**src/rtl/codec_pkg.sv**
```systemverilog
// codec_pkg: shared FSM encoding and limits for the codec init sequencer.
// Retry behaviour is enabled in the sequencer by defining CODEC_INIT_RETRY_EN.
package codec_pkg;
    typedef enum logic [2:0] {IDLE, ISSUE, WAIT_ACK, WAIT_DONE, SETTLE, DONE, ERROR} state_t;
    localparam int WD_LIMIT = 8;
    localparam int RETRY_LIMIT = 3;
    localparam logic [7:0] DEF_DEV_ADDR = 8'b0100_1100;
endpackage

```
**src/rtl/codec_init_rom.sv**
```systemverilog
// codec_init_rom: index -> {data_0, data_1}; data_0 = {reg[6:0], data[8]}, data_1 = data[7:0].
module codec_init_rom (
    input  logic [3:0]  i_index,
    output logic [15:0] o_entry
);
    always_comb begin
        o_entry = 16'h0000;
        case (i_index)
            4'd0: o_entry = 16'h1E00; // reset
            4'd1: o_entry = 16'h0C10; // power: everything up except outputs
            4'd2: o_entry = 16'h0017;
            4'd3: o_entry = 16'h0217;
            4'd4: o_entry = 16'h0812;
            4'd5: o_entry = 16'h0A00;
            4'd6: o_entry = 16'h0E42; // interface: master, I2S, 16-bit
            4'd7: o_entry = 16'h1000; // sample rate: normal mode, 48 kHz
            4'd8: o_entry = 16'h1201; // activate
            4'd9: o_entry = 16'h0C00; // power: outputs on
            default: o_entry = 16'h0000;
        endcase
    end
endmodule

```
**src/rtl/codec_init_sequencer.sv**
```systemverilog
// codec_init_sequencer: walks the codec init ROM, issuing one i2c write per entry.
// Define CODEC_INIT_RETRY_EN to retry a NACKed or unacknowledged write up to 3 times.
module codec_init_sequencer
    import codec_pkg::*;
#(
    parameter int NUM_WRITES = 10,
    parameter logic [7:0] DEV_ADDR = DEF_DEV_ADDR,
    parameter int SETTLE_CYCLES = 250
) (
    input  logic       clk,
    input  logic       rst,
    input  logic       go,
    output logic       i2c_start,
    output logic [7:0] i2c_cmd_address,
    output logic [7:0] i2c_data_0,
    output logic [7:0] i2c_data_1,
    input  logic       i2c_busy,
    input  logic       i2c_nack,
    output logic       busy,
    output logic       done,
    output logic       error,
    output logic [3:0] index
);
    localparam logic [3:0] LAST = 4'(NUM_WRITES - 1);
    localparam logic [9:0] SETTLE_LAST = 10'(SETTLE_CYCLES == 0 ? 0 : SETTLE_CYCLES - 1);

    state_t      r_state;
    logic [3:0]  r_index;
    logic [9:0]  r_settle;
    logic [2:0]  r_wd;
    logic        r_start, r_busy, r_done, r_error;
    logic        w_can_retry;
    logic [15:0] w_entry;

    codec_init_rom u_rom (.i_index(r_index), .o_entry(w_entry));

`ifdef CODEC_INIT_RETRY_EN
    logic [1:0] r_retry;
    logic       w_fault;
    assign w_fault = !i2c_busy && ((r_state == WAIT_ACK && r_wd == 3'(WD_LIMIT - 1)) ||
                                   (r_state == WAIT_DONE && i2c_nack));
    assign w_can_retry = r_retry != 2'(RETRY_LIMIT);
    // Per-entry budget: cleared whenever a fresh entry or sequence is about to start.
    always_ff @(posedge clk or posedge rst) begin
        if (rst)
            r_retry <= '0;
        else if (w_fault && w_can_retry)
            r_retry <= r_retry + 2'd1;
        else if (r_state inside {IDLE, SETTLE, DONE, ERROR})
            r_retry <= '0;
    end
`else
    assign w_can_retry = 1'b0;
`endif

    always_ff @(posedge clk or posedge rst) begin
        if (rst) begin
            r_state  <= IDLE;
            r_index  <= '0;
            r_settle <= '0;
            r_wd     <= '0;
            r_start  <= 1'b0;
            r_busy   <= 1'b0;
            r_done   <= 1'b0;
            r_error  <= 1'b0;
        end else begin
            r_start <= 1'b0;
            case (r_state)
                IDLE, DONE, ERROR: if (go) begin
                    r_state <= ISSUE;
                    r_index <= '0;
                    r_start <= 1'b1;
                    r_busy  <= 1'b1;
                    r_done  <= 1'b0;
                    r_error <= 1'b0;
                end
                ISSUE: begin
                    r_state <= WAIT_ACK;
                    r_wd    <= 3'd1;
                end
                WAIT_ACK: if (i2c_busy) begin
                    r_state <= WAIT_DONE;
                    r_wd    <= '0;
                end else if (r_wd == 3'(WD_LIMIT - 1)) begin
                    r_state <= w_can_retry ? ISSUE : ERROR;
                    r_start <= w_can_retry;
                    r_busy  <= w_can_retry;
                    r_error <= !w_can_retry;
                    r_wd    <= '0;
                end else
                    r_wd <= r_wd + 3'd1;
                WAIT_DONE: if (!i2c_busy) begin
                    if (i2c_nack) begin
                        r_state <= w_can_retry ? ISSUE : ERROR;
                        r_start <= w_can_retry;
                        r_busy  <= w_can_retry;
                        r_error <= !w_can_retry;
                    end else if (r_index == LAST) begin
                        r_state <= DONE;
                        r_busy  <= 1'b0;
                        r_done  <= 1'b1;
                    end else begin
                        r_state  <= SETTLE;
                        r_settle <= '0;
                    end
                end
                SETTLE: if (r_settle == SETTLE_LAST) begin
                    r_state  <= ISSUE;
                    r_index  <= r_index + 4'd1;
                    r_start  <= 1'b1;
                    r_settle <= '0;
                end else
                    r_settle <= r_settle + 10'd1;
                default: r_state <= IDLE;
            endcase
        end
    end

    assign i2c_start       = r_start;
    assign i2c_cmd_address = DEV_ADDR;
    assign i2c_data_0      = w_entry[15:8];
    assign i2c_data_1      = w_entry[7:0];
    assign busy            = r_busy;
    assign done            = r_done;
    assign error           = r_error;
    assign index           = r_index;
endmodule

```
**config.mk**
```make
export PLATFORM = sky130hd
export DESIGN_NAME = codec_init_sequencer
export DESIGN_NICKNAME = d
export VERILOG_FILES = /design/src/rtl/codec_pkg.sv /design/src/rtl/codec_init_rom.sv /design/src/rtl/codec_init_sequencer.sv
export SDC_FILE = /design/constraint.sdc
export NUM_CORES = 1
export LEC_CHECK = 0
export CORE_ASPECT_RATIO = 1.2
export CORE_MARGIN = 10
export CORE_UTILIZATION = 47
export DETAILED_ROUTE_END_ITERATION = 16
export GPL_ROUTABILITY_DRIVEN = 0
export PLACE_DENSITY = 0.85
export SLEW_MARGIN = 20
export SYNTH_ARGS = -nofsm -noshare
export SYNTH_HDL_FRONTEND = slang
export SYNTH_SLANG_ARGS = --single-unit
```
**constraint.sdc**
```tcl
create_clock -name clk -period 2.2 [get_ports clk]
set_input_delay 0.44 -clock clk [delete_from_list [all_inputs] [get_ports clk]]
set_output_delay 0.44 -clock clk [all_outputs]
set_load 0.005 [all_outputs]
```
Yosys cells after proc, flatten, opt, wreduce, memory -nomap -nowiden:

Memory sizes are Yosys's and may differ from the RTL's.
Cells that the tools add are included.

* logic and storage cells: 84
* memory bits (read-only): 144
* output and inout bits: 32
* memories kept: 1
* flip-flop bits (word level): 24

Memory list
* (no name shown): depth 16, width 9, rd ports 1, clocked after memory_dff 0, write ports 0, line codec_init_rom.sv:8 `case (i_index)`

* add/sub/neg operators: 3
* reductions and logical operators: 13
* mux-type cells: 39
* equal/unequal tests: 20

Operators by type and width (number)
* 10-bit 2-to-1 mux: 4
* 3-bit 2-to-1 mux: 7
* 10-bit one-hot mux with 2 select lines: 1
* 2-bit != test, second input constant: 9
* 1-bit 2-to-1 mux: 17
* 3-bit one-hot mux with 5 select lines: 1
* 3-bit equality test, second input constant: 4
* 6-bit AND reduction: 2
* 10-bit by 1-bit adder with 10-bit output, second input constant: 1
* 10-bit by 8-bit equality test with 1-bit output, second input constant: 1
* 4-bit 2-to-1 mux: 2
* 4-bit one-hot mux with 2 select lines: 1
* 4-bit AND reduction: 2
* 2-bit nonzero test: 4
* 3-bit by 2-bit equality test with 1-bit output, second input constant: 2
* 3-bit != test, second input constant: 2
* 1-bit one-hot mux with 3 select lines: 2
* 3-bit one-hot mux with 2 select lines: 1
* 5-bit AND reduction: 1
* 4-bit by 1-bit adder with 4-bit output, second input constant: 1
* 4-bit equality test, second input constant: 1
* 1-bit one-hot mux with 2 select lines: 2
* 3-bit by 1-bit adder with 3-bit output, second input constant: 1
* 3-bit by 1-bit equality test with 1-bit output, second input constant: 1
* 5 further kinds: 5

Logic depth before layout (Yosys ltp):

* word-level depth: 5
* depth in mapped cells: 8

By module:

Synthesis repeated with hierarchy kept, for this count alone.

* cells, all modules: 215
* area total of the unflattened synthesis: 1840.5 µm²

By module, submodules not included
* codec_init_sequencer: area each 1571.5 µm², sequential area each 600.6 µm², times used 1, cells each 176
* codec_init_rom: area each 269.0 µm², sequential area each 0.0 µm², times used 1, cells each 39

Worst setup path before layout:

No wires, ideal clock.

* kind: register to register
* start: register r_state[0]
* end: register r_busy, in the netlist busy
* data arrival time: 1979 ps
* cell stages (with the launch flop): 9
* setup time: 118 ps
* path buffers: 2
* period minus slack after synthesis: 2097 ps
* slack: 103 ps
* path through: dfrtp_1 buf_2 clkbuf_1 inv_1 fa_1 nand2b_1 a21oi_1 o221ai_1 a21o_1

* cells in the longest elaborated chain, start to end: 4

Ends and longest elaborated chain
* start, declared: line codec_init_sequencer.sv:27 `state_t r_state;`
* start signal, assigned: line codec_init_sequencer.sv:85 `r_state <= w_can_retry ? ISSUE : ERROR;`
* start signal, assigned: line codec_init_sequencer.sv:94 `r_state <= w_can_retry ? ISSUE : ERROR;`
* 3-bit equality test or 3-bit zero test (tied branches): line codec_init_sequencer.sv:68 `case (r_state)`
* 3-bit OR reduction: line codec_init_sequencer.sv:68
* 2-bit != test (no line) or 3-bit nonzero test (tied branches)
* 6-bit AND reduction (no line)
* end signal, assigned: line codec_init_sequencer.sv:87 `r_busy <= w_can_retry;`
* end signal, assigned: line codec_init_sequencer.sv:96 `r_busy <= w_can_retry;`
* end, declared: line codec_init_sequencer.sv:31 `logic r_start, r_busy, r_done, r_error;`

Parallel ways exist; a longest one is shown, timed or not.
A chain may end at the register's enable or synchronous reset.

Final worst setup path:

* start: register r_index[1], in the netlist index[1]
* end: output i2c_data_0[4]

* cells in the longest elaborated chain, start to end: 1

Ends and longest elaborated chain
* start, declared: line codec_init_sequencer.sv:28 `logic [3:0] r_index;`
* start signal, assigned: line codec_init_sequencer.sv:109 `r_index <= r_index + 4'd1;`
* memory 16 x 9 bit
* end, declared: line codec_init_sequencer.sv:15 `output logic [7:0] i2c_data_0,`

No other way between the ends.

==> impl.org <==
** Final layout
- Relative area change from synthesis to final layout :: 19.2%
- Fraction of layout instances using a drive strength above 1 :: 15.9%
- Sequential standard cell area :: 603 sq um
- In the final layout, the multi-input gates occupy 1070 sq um.
- Fillcell total :: 315
- Inserted Diodes :: 0
- The final layout contains 250 nets.

** Synth
- Synthesized flop and latch total :: 24
- The synthesized netlist devotes 19.9% of its cell area to compound gates.
- Of the total synthesized cell area, the portion taken by AND, OR, NAND and NOR gates is 19.8%.
- Sorting the synthesized cells by area gives the leading types as sky130_fd_sc_hd__dfrtp_1 (33%), sky130_fd_sc_hd__ha_1 (6.8%), sky130_fd_sc_hd__buf_4 (6.1%).
- Most used flip-flop cell after synthesis :: sky130_fd_sc_hd__dfrtp_1
- After synthesis, flip-flops and latches occupy 32.6% of the total area.
- In the synthesized netlist, mux cells make up 4.68% of the area.
- During synthesis, Yosys emitted a total of 0 warnings.
- Library cell with the highest instance count after synthesis :: sky130_fd_sc_hd__dfrtp_1
- Synth Cell Area :: 1840 sq um
- Xor/xnor share of the synthesized area :: 1.90%
- By area, the combinational part of the netlist is dominated by compound AO/OA/AOI/OAI gates.
- Synthesized area per cell :: 9.03 sq um
- The commonest cells after synthesis are sky130_fd_sc_hd__dfrtp_1 (24), sky130_fd_sc_hd__a21oi_1 (16), sky130_fd_sc_hd__buf_4 (15).
- Ys async rst share :: 100%
- EDFF count, synth :: 0
- After synthesis, the netlist uses 57 different library cells.
- The top cell type by area accounts for 32.6% of the synthesized area.
- The synthesized design spends more area on one cell type than any other, namely sky130_fd_sc_hd__dfrtp_1.
- Synthesized-area fraction occupied by adder cells :: 8.42%
- Synthesis produced a netlist whose cell count is 204.

** STA
- Adding up every negative setup slack in the final design gives 0 ns.
- For the pin with the worst max-slew slack, the measured transition is 0.507 ns.
- Final count of negative-setup-slack endpoints :: 0
- Setup repair after global routing left no endpoint under its margin.
- Max-slew headroom at the worst pin :: 66.2%
- The final hold violation count came to 0.
- Derived from the worst setup path, the maximum achievable clock frequency is 479 MHz.
- Subtracting the final worst setup slack from the clock period gives 2.09 ns.
- The final critical path takes up 94.9% of the cycle.
- The number of pins with negative max-slew slack in the final report came to 0.
- Across the routed clock network, the largest skew measured is 0.00505 ns.

** Power and ir drop
- Switching pwr :: 932 uW
- The share of total power dissipated in sequential elements is 29.8%.
- Ratio of total power to cell area :: 1070 nW/um^2
- Cell internal power was estimated by the tool at 1420 uW.
- The completed layout was analyzed and its total power is 2350 uW.
- In this run the static leakage power is 0.000998 uW.
- In this run switching power makes up 39.6% of total power.
- The clock network accounts for 16.6% of the total power.
- In this run, the combinational gates consume 53.6% of the power.
- Peak supply drop :: 0.511 mV

** Floorplanning
- Floorplan die height :: 88.6 um
- Area of the die :: 6840 sq um
- # rows :: 24
- The region available for standard cell placement spans 3720 sq um.
- 37 I/O pins were placed.
- Die width :: 77.2 um
- Once the floorplan was initialized, standard cells occupied 49.5% of the core.

** Clock tree
- CTS HTree Levels :: 1
- CTS Sinks :: 24
- For the worst-skew pair, the clock arrives at the later sink with an insertion delay of 0.27 ns.
- Clock-pin slew was measured on the worst setup and hold paths at 0.08 ns.
- Root buffer cell :: sky130_fd_sc_hd__clkbuf_8
- In this run the deepest clock path goes through 2 buffers.
- Buffers inserted to repair hold after CTS numbered 0.
- CTS Buf Count :: 3
- TritonCTS built the clock tree.

** Setup path
- Type of the worst setup path :: register to output pin
- The worst setup path is launched from a register.
- Data required time of the critical path :: 1.76 ns
- Critical path endpoint category :: output pin
- Of all nets on the critical path, the largest fanout is 7.
- Data arrival at the endpoint of the critical path :: 1.65 ns
- The setup check on the worst reg-to-reg path leaves a slack of 0.15 ns.

** Global route
- Global routing finished with a remaining overflow of 0.
- Via count of the first global-routing pass :: 1576
- Global routing consumed, over all layers together, 11.9% of the routing resources.
- The first global-routing pass estimated 6960 um of wire.
- The initial antenna violation count came to 0.
- Maximum number of pins on one net before global-route repair :: 25

** Detailed routing
- Number of DRC violations after detailed-routing iteration 0 :: 76
- Final routed wire length divided by cell count :: 14.6 um
- For this block, the routed nets add up to 4160 um of wire.
- The routed layout has 1544 vias.
- Antenna Violating Nets Remaining :: 0
- Drt pass-1 iters :: 4
- Via count normalized by instance count :: 5.42
- Drc violations :: 0

** Status
- The run finished with clean final reports.

** Place
- Once detailed placement completed, the half-perimeter wirelength came to 3150 um.
- Input and output buffers added on the ports amount to 21.

** Min path
- Type of the worst min-delay path :: register to register

** Job
- Max_cap viols :: 0
## placed cells by master, fill, tap and decap left out, types with 2 or more instances in the layout
cell type | synthesis | final
sky130_fd_sc_hd__a211o_1 | 2 | 2
sky130_fd_sc_hd__a21o_1 | 3 | 3
sky130_fd_sc_hd__a21oi_1 | 16 | 16
sky130_fd_sc_hd__a22o_1 | 3 | 3
sky130_fd_sc_hd__a22oi_1 | 2 | 2
sky130_fd_sc_hd__and2_1 | 3 | 3
sky130_fd_sc_hd__and3_1 | 4 | 4
sky130_fd_sc_hd__and3b_1 | 2 | 2
sky130_fd_sc_hd__buf_4 | 15 | 17
sky130_fd_sc_hd__clkbuf_8 | 0 | 3
sky130_fd_sc_hd__clkdlybuf4s50_1 | 0 | 18
sky130_fd_sc_hd__conb_1 | 2 | 15
sky130_fd_sc_hd__dfrtp_1 | 24 | 22
sky130_fd_sc_hd__dfrtp_2 | 0 | 2
sky130_fd_sc_hd__dlygate4sd2_1 | 0 | 2
sky130_fd_sc_hd__ha_1 | 10 | 10
sky130_fd_sc_hd__inv_1 | 14 | 13
sky130_fd_sc_hd__mux2i_1 | 6 | 6
sky130_fd_sc_hd__nand2_1 | 11 | 11
sky130_fd_sc_hd__nand2b_1 | 4 | 4
sky130_fd_sc_hd__nand3_1 | 7 | 7
sky130_fd_sc_hd__nand3b_1 | 2 | 2
sky130_fd_sc_hd__nor2_1 | 9 | 8
sky130_fd_sc_hd__nor3_1 | 5 | 5
sky130_fd_sc_hd__nor3b_1 | 2 | 2
sky130_fd_sc_hd__nor4_1 | 3 | 3
sky130_fd_sc_hd__o21ai_0 | 9 | 9
sky130_fd_sc_hd__or2_2 | 2 | 2
sky130_fd_sc_hd__or3_1 | 2 | 2
sky130_fd_sc_hd__xnor2_1 | 3 | 3
## what timing repair did
action                                  in CTS  in global routing
endpoints found under the setup margin       4                  4
gates cloned                                 0                  0
resized for setup                            4                  3
pin swaps                                    0                  0
buffers inserted                             0                  4
## sequential cells by signal, indices dropped and copies added, names as in the netlist
name       cells
busy           1
error          1
r_wd           3
r_state        3
i2c_start      1
done           1
index          4
r_settle      10
## worst max-delay path, cell delays in order (launching register included)
cell	delay (ns)
sky130_fd_sc_hd__dfrtp_1	0.36
sky130_fd_sc_hd__buf_4	0.16
sky130_fd_sc_hd__ha_1	0.21
sky130_fd_sc_hd__nand3b_1	0.09
sky130_fd_sc_hd__nand2_1	0.07
sky130_fd_sc_hd__clkdlybuf4s50_1	0.50
## metrics by stage
stage | utilization (%) | hold WS (ns) | cell area [sq um] | cells | setup WS, ns
floorplan | - | 0.443 | 1890 | 217 | 0.103
global placement | 56.1 | 0.466 | 2090 | 277 | 0.0918
detailed placement | 56.1 | 0.472 | 2090 | 277 | 0.0887
CTS | 58.0 | 0.496 | 2160 | 281 | 0.0272
global route | 59.0 | 0.516 | 2200 | 285 | 0.00202
finish | 59.0 | 0.485 | 2200 | 285 | 0.112
## power by group through the flow
stage               combinational [uW]  clock (uW)  sequential (uW)
finish                            1260         390              702
detailed placement                1250           0              708
floorplan                          940           0              665
CTS                               1260         392              702
global route                      1400         410              724
global placement                  1220           0              701
## routing by layer
| metal | GRT usage, % | vias to the layer above | share of wire, % |
|---|---|---|---|
| met4 | 5.65 | 0 | 1.9 |
| met5 | 0 | - | 0 |
| li1 | - | 757 | - |
| met3 | 2.74 | 7 | 6.2 |
| met1 | 12.6 | 736 | 41 |
| met2 | 22.1 | 44 | 51 |
## logic make-up (layout without fill, tap and decap cells)
logic type | Yosys count | count (layout)
AND/OR/NAND/NOR | 63 | 63
AO/OA/AOI/OAI | 51 | 51
buffers and inverters | 40 | 56
flip-flops | 24 | 24
adder cells (fa/ha/maj) | 12 | 12
multiplexers | 8 | 8
XOR/XNOR | 4 | 4
other | 2 | 15
## final cells by class
type,count,share of cell area [%]
Multi-Input combinational cell,153,48.6
Sequential cell,24,27.4
Timing Repair Buffer,38,15.4
Tap cell,52,2.96
Inverter,14,2.39
Clock buffer,3,1.88
Clock inverter,1,1.37
## worst paths after layout
| check | startpoint | endpoint | cells after the start |
|---|---|---|---|
| hold / removal | r_settle[9] | r_settle[9] | 1 |
| hold reg to reg | r_settle[9] | r_settle[9] | 1 |
| setup / recovery | index[1] | i2c_data_0[4] | 5 |
| min in group asynchronous | rst | r_settle[0] | 3 |
| setup reg to reg | r_state[0] | busy | 6 |
| max in group asynchronous | rst | index[2] | 3 |
No activity file was read; power rests on OpenSTA's default activity.
